**config.mk**
```make
export PLATFORM = sky130hd
export DESIGN_NAME = charge_stat_encoder
export DESIGN_NICKNAME = d
export VERILOG_FILES = /design/src/rtl/charge_stat_encoder.sv
export SDC_FILE = /design/constraint.sdc
export NUM_CORES = 1
export LEC_CHECK = 0
export CAP_MARGIN = 20
export CORE_MARGIN = 4
export CORE_UTILIZATION = 60
export CTS_CLUSTER_DIAMETER = 50
export DETAILED_ROUTE_END_ITERATION = 16
export PLACE_DENSITY = 0.83
export SYNTH_ARGS = -nofsm -noshare
export SYNTH_HDL_FRONTEND = slang
export SYNTH_SLANG_ARGS = --single-unit
```
**constraint.sdc**
```tcl
create_clock -name clk -period 6.95 [get_ports clk]
set_input_delay 0.695 -clock clk [delete_from_list [all_inputs] [get_ports clk]]
set_output_delay 0.695 -clock clk [all_outputs]
set_load 0.02 [all_outputs]
```
**src/rtl/charge_stat_encoder.sv**
```systemverilog
`default_nettype none
// ============================================================================
// Module   : charge_stat_encoder
// Brief    : Drives the open-drain STAT line from charger condition:
//            pulled down while charging, released when off/done, blinking on fault.
// Revision : 1.0
// ============================================================================
module charge_stat_encoder #(
    parameter int BLINK_HALF = 16384,
    parameter int HOLD       = 328
) (
    input  logic       clk,
    input  logic       rst,
    input  logic       en,
    input  logic       charging,
    input  logic       done,
    input  logic       fault,
    input  logic       fault_clr,
    output logic       stat_pd,
    output logic [1:0] state,
    output logic [7:0] fault_events
);

    localparam int c_HOLD_W  = $clog2(HOLD + 1);
    localparam int c_BLINK_W = $clog2(BLINK_HALF);

    typedef enum logic [1:0] {
        ST_OFF    = 2'b00,
        ST_CHARGE = 2'b01,
        ST_DONE   = 2'b10,
        ST_FAULT  = 2'b11
    } state_t;

    logic                 r_s_en_q,   w_s_en_d;
    logic                 r_s_chg_q,  w_s_chg_d;
    logic                 r_s_done_q, w_s_done_d;
    logic                 r_s_flt_q,  w_s_flt_d;
    logic                 r_s_clr_q,  w_s_clr_d;
    logic                 r_flt_lat_q, w_flt_lat_d;
    state_t               r_cand_q,   w_cand_d;
    state_t               r_state_q,  w_state_d;
    logic [c_HOLD_W-1:0]  r_hold_cnt_q, w_hold_cnt_d;
    logic [c_BLINK_W-1:0] r_blink_cnt_q, w_blink_cnt_d;
    logic                 r_phase_q,  w_phase_d;
    logic                 r_stat_pd_q, w_stat_pd_d;
    logic [7:0]           r_fault_events_q, w_fault_events_d;
    logic [c_HOLD_W-1:0]  w_cnt_inc;

    always_comb begin
        w_s_en_d         = en;
        w_s_chg_d        = charging;
        w_s_done_d       = done;
        w_s_flt_d        = fault;
        w_s_clr_d        = fault_clr;
        w_flt_lat_d      = r_flt_lat_q;
        w_cand_d         = ST_OFF;
        w_state_d        = r_state_q;
        w_hold_cnt_d     = r_hold_cnt_q;
        w_blink_cnt_d    = '0;
        w_phase_d        = 1'b0;
        w_stat_pd_d      = 1'b0;
        w_fault_events_d = r_fault_events_q;
        w_cnt_inc        = '0;

        if (r_s_flt_q) begin
            w_flt_lat_d = 1'b1;
        end else if (r_s_clr_q) begin
            w_flt_lat_d = 1'b0;
        end

        // A fault seen this cycle counts immediately so FAULT is one edge behind sync.
        if (!r_s_en_q) begin
            w_cand_d = ST_OFF;
        end else if (r_flt_lat_q || r_s_flt_q) begin
            w_cand_d = ST_FAULT;
        end else if (r_s_chg_q) begin
            w_cand_d = ST_CHARGE;
        end else if (r_s_done_q) begin
            w_cand_d = ST_DONE;
        end

        if (w_cand_d != r_cand_q || r_hold_cnt_q == '0) begin
            w_cnt_inc = c_HOLD_W'(1);
        end else begin
            w_cnt_inc = r_hold_cnt_q + c_HOLD_W'(1);
        end

        if (!r_s_en_q || w_cand_d == ST_FAULT) begin
            w_state_d    = w_cand_d;
            w_hold_cnt_d = '0;
        end else if (w_cand_d == r_state_q) begin
            w_hold_cnt_d = '0;
        end else if (w_cnt_inc == c_HOLD_W'(HOLD)) begin
            w_state_d    = w_cand_d;
            w_hold_cnt_d = '0;
        end else begin
            w_hold_cnt_d = w_cnt_inc;
        end

        if (w_state_d == ST_FAULT) begin
            if (r_state_q != ST_FAULT) begin
                w_blink_cnt_d = '0;
                w_phase_d     = 1'b1;
                if (r_fault_events_q != 8'hFF) begin
                    w_fault_events_d = r_fault_events_q + 8'd1;
                end
            end else if (r_blink_cnt_q == c_BLINK_W'(BLINK_HALF - 1)) begin
                w_blink_cnt_d = '0;
                w_phase_d     = ~r_phase_q;
            end else begin
                w_blink_cnt_d = r_blink_cnt_q + c_BLINK_W'(1);
                w_phase_d     = r_phase_q;
            end
        end

        case (w_state_d)
            ST_CHARGE: w_stat_pd_d = 1'b1;
            ST_FAULT:  w_stat_pd_d = w_phase_d;
            default:   w_stat_pd_d = 1'b0;
        endcase
    end

    always_ff @(posedge clk) begin
        if (rst) begin
            r_s_en_q         <= 1'b0;
            r_s_chg_q        <= 1'b0;
            r_s_done_q       <= 1'b0;
            r_s_flt_q        <= 1'b0;
            r_s_clr_q        <= 1'b0;
            r_flt_lat_q      <= 1'b0;
            r_cand_q         <= ST_OFF;
            r_state_q        <= ST_OFF;
            r_hold_cnt_q     <= '0;
            r_blink_cnt_q    <= '0;
            r_phase_q        <= 1'b0;
            r_stat_pd_q      <= 1'b0;
            r_fault_events_q <= 8'd0;
        end else begin
            r_s_en_q         <= w_s_en_d;
            r_s_chg_q        <= w_s_chg_d;
            r_s_done_q       <= w_s_done_d;
            r_s_flt_q        <= w_s_flt_d;
            r_s_clr_q        <= w_s_clr_d;
            r_flt_lat_q      <= w_flt_lat_d;
            r_cand_q         <= w_cand_d;
            r_state_q        <= w_state_d;
            r_hold_cnt_q     <= w_hold_cnt_d;
            r_blink_cnt_q    <= w_blink_cnt_d;
            r_phase_q        <= w_phase_d;
            r_stat_pd_q      <= w_stat_pd_d;
            r_fault_events_q <= w_fault_events_d;
        end
    end

    assign stat_pd      = r_stat_pd_q;
    assign state        = r_state_q;
    assign fault_events = r_fault_events_q;

endmodule
`default_nettype wire

```
==> qor.yml <==
outcome: "complete, no violations"
gp_congestion: 0.832
hold_class: "reg2reg"
syn_nets: 235
rows: 20
max_freq_mhz: 387
die_h_um: 65.5
hold_viol_final: 0
fin_crit_sh: 0.371
dpl.hpwl_um: 2510
post_cts_buffers: 0
critPathRequiredTime_ns: 7.18
start_kind: "flip-flop"
fp.dieW_um: 65.5
ctsHtreeMaxLevel: 2
cap_violations: 0
finalSetupViolations: 0
synth_compound_area_frac: 0.0777
grt_max_degree: 17
drt-total-wl_um: 3420
clock_latency_ns: 0.34
synth_area_per_cell_um2: 8.85
die_area_mm2: 0.00429
cts_root_buffer: "clkbuf_4"
ctsResizeCount: 0
endpoint_kind: "flip-flop"
drc: 0
grt_pass1_wl_um: 6110
clkPwrFrac: 0.327
power.switching_w: 0.0000864
crit_type: "reg2reg"
layout-drive-gt1-share: 0.0909
syn_to_final_growth_pct: 12.1
synthAdderAreaFrac: 0.0253
slew_viol_final: 0
tns_ns: 0
fin_cells: 286
synth_top_family_by_area: "simple AND/OR/NAND/NOR gates"
drtIter0Drc: 71
ys_ff_latch: 43
ys_types: 41
yosysSeqAreaShare: 0.434
p_seq_frac: 0.623
clkTransAtPathRegs_ns: 0.11
fin_skew_ns: 0.00967
start_util: 0.639
place_inst: 278
p_leak_nw: 0.768
relSlewSlack: 0.586
combPwrFrac: 0.050
finalCriticalPeriod_ns: 2.58
yosys-mux-area-fraction: 0.0107
syn_area_mm2: 0.00198
cts_inserted_buffers: 5
crit_path_max_fanout: 8
yosys.area_share.simple: 0.283
diodes: 0
worstMarginPinSlew_ns: 0.621
whs_ns: 0.466
via_per_inst: 5.20
antenna_found_initial: 0
ios: 18
syn-instance-count: 224
worstPathArrival_ns: 2.82
synth-xor-area-share: 0.128
cts_hold_buf: 0
n_fill_cell: 254
grt_setup_unrepaired: "no"
ir_worst_vdd_mv: 0.149
p_sw_frac: 0.213
drt_pass1_iterations: 4
grt_overflow: 0
cts.sinks: 43
fin_nets: 252
track_usage: 0.184
yosys_warnings: 0
antenna_left: 0
grt_pass1_vias: 1406
numPortBuffers: 17
tritoncts: "built"
core_area_mm2: 0.00310
cts.path.max_buffers: 2
p_per_area_mw_per_mm2: 183
power.internal_w: 0.000319
routedWlPerCell_um: 11.9
vias: 1488
cell usage after synthesis, drive strengths merged:
master / number / area share
nand2b: 2 / 0.0063
nand2: 17 / 0.032
o2111ai: 1 / 0.0044
inv: 7 / 0.013
buf: 6 / 0.026
o211ai: 1 / 0.0063
o21ba: 1 / 0.0051
or3: 3 / 0.0095
xor2: 15 / 0.066
and2: 1 / 0.0032
nand3: 14 / 0.038
nor4: 1 / 0.0032
nor4b: 1 / 0.0044
a31o: 1 / 0.0044
mux2: 1 / 0.0057
o22ai: 1 / 0.0032
mux2i: 1 / 0.0051
a21oi: 7 / 0.018
or4: 1 / 0.0038
o31ai: 1 / 0.011
dfxtp: 43 / 0.43
and3: 5 / 0.016
ha: 4 / 0.025
o21ai: 7 / 0.018
and4: 4 / 0.018
nand4: 3 / 0.013
or2: 2 / 0.0063
a211oi: 1 / 0.0038
nor3: 3 / 0.0076
nand3b: 1 / 0.0038
o32ai: 1 / 0.0044
clkbuf: 1 / 0.0019
xnor2: 14 / 0.062
nor2b: 7 / 0.022
nor2: 45 / 0.097
final cells by class:
type / instances / area (um2) / area share
clock buffer: 8 / 68.8 / 0.0310
inverter: 7 / 26.3 / 0.0118
sequential: 43 / 861 / 0.388
multi-input combinational: 167 / 1040 / 0.468
tap: 44 / 55.1 / 0.0248
timing repair buffer: 17 / 170 / 0.0766
critical path, cell delays in order, from the launching register on:
cell      delay [ns]
dfxtp_1         0.43
ha_1            0.33
nand2_1         0.15
or4_1           0.43
o211ai_2        0.09
nand4_2         0.20
o31ai_4         0.34
or2_1           0.43
nor2_2          0.07
sequential cells by signal, indices dropped and copies added (netlist names):
name	flops
r_hold_cnt_q	9
stat_pd	1
r_s_clr_q	1
r_blink_cnt_q	14
r_s_done_q	1
r_s_chg_q	1
fault_events	8
r_flt_lat_q	1
r_cand_q	2
r_s_flt_q	1
state	2
r_s_en_q	1
r_phase_q	1
cell families after synthesis:
group	count (synthesis)
simple gates	110
flops	43
xor+xnor	29
compound gates	22
buf+inv	14
fa+ha+maj	4
mux	2
power by group through the flow:
stage / clock network [W] / registers [W] / logic, W
after global routing: 0.000149 / 0.000253 / 0.0000225
after global placement: 0 / 0.000258 / 0.0000198
after CTS: 0.000137 / 0.000253 / 0.0000203
final: 0.000133 / 0.000253 / 0.0000203
after detailed placement: 0 / 0.000258 / 0.0000201
after floorplan: 0 / 0.000259 / 0.0000125
through the flow:
stage          worst slack [ns]   util  power, W  cell area [um2]
2_1_floorplan              4.74      -  0.000271             1980
3_3_place_gp               4.27  0.694  0.000278             2150
3_5_place_dp               4.22  0.694  0.000278             2150
4_1_cts                    4.36  0.716  0.000410             2220
5_1_grt                    4.18  0.716  0.000425             2220
6_report                   4.37  0.716  0.000406             2220
cell usage in the layout (no fill, tap or decap), types with 2 or more instances in the layout:
master,netlist,layout
ha_1,4,4
nand4_1,2,2
nor2_2,9,9
a21oi_1,7,7
inv_1,7,7
or2_1,2,2
nand2_1,17,17
nand3_1,13,13
and4_1,4,4
clkdlybuf4s50_1,0,17
nand2b_1,2,2
and3_1,5,5
clkbuf_8,0,2
nor2_1,36,36
clkbuf_4,0,5
xor2_1,15,15
dfxtp_1,43,43
nor3_1,3,3
nor2b_1,7,7
o21ai_0,6,6
or3_1,3,3
xnor2_1,14,14
metal layers:
layer,track usage,part of all wire,vias to the layer above
li1,-,-,783
met1,0.231,0.46,676
met2,0.297,0.48,23
met3,0.0530,0.046,6
met4,0.0699,0.016,0
met5,0,0,-
final timing paths:
| kind | from | endpoint | slack, ns | depth (start not counted) |
|---|---|---|---|---|
| worst max register to register | r_hold_cnt_q[0] | r_blink_cnt_q[7] | 4.37 | 8 |
| worst max-delay path | r_hold_cnt_q[0] | r_blink_cnt_q[7] | 4.37 | 8 |
| worst min-delay path | r_blink_cnt_q[0] | r_blink_cnt_q[0] | 0.47 | 1 |
| worst min register to register | r_blink_cnt_q[0] | r_blink_cnt_q[0] | 0.47 | 1 |
(Power assumes the default switching activity.)
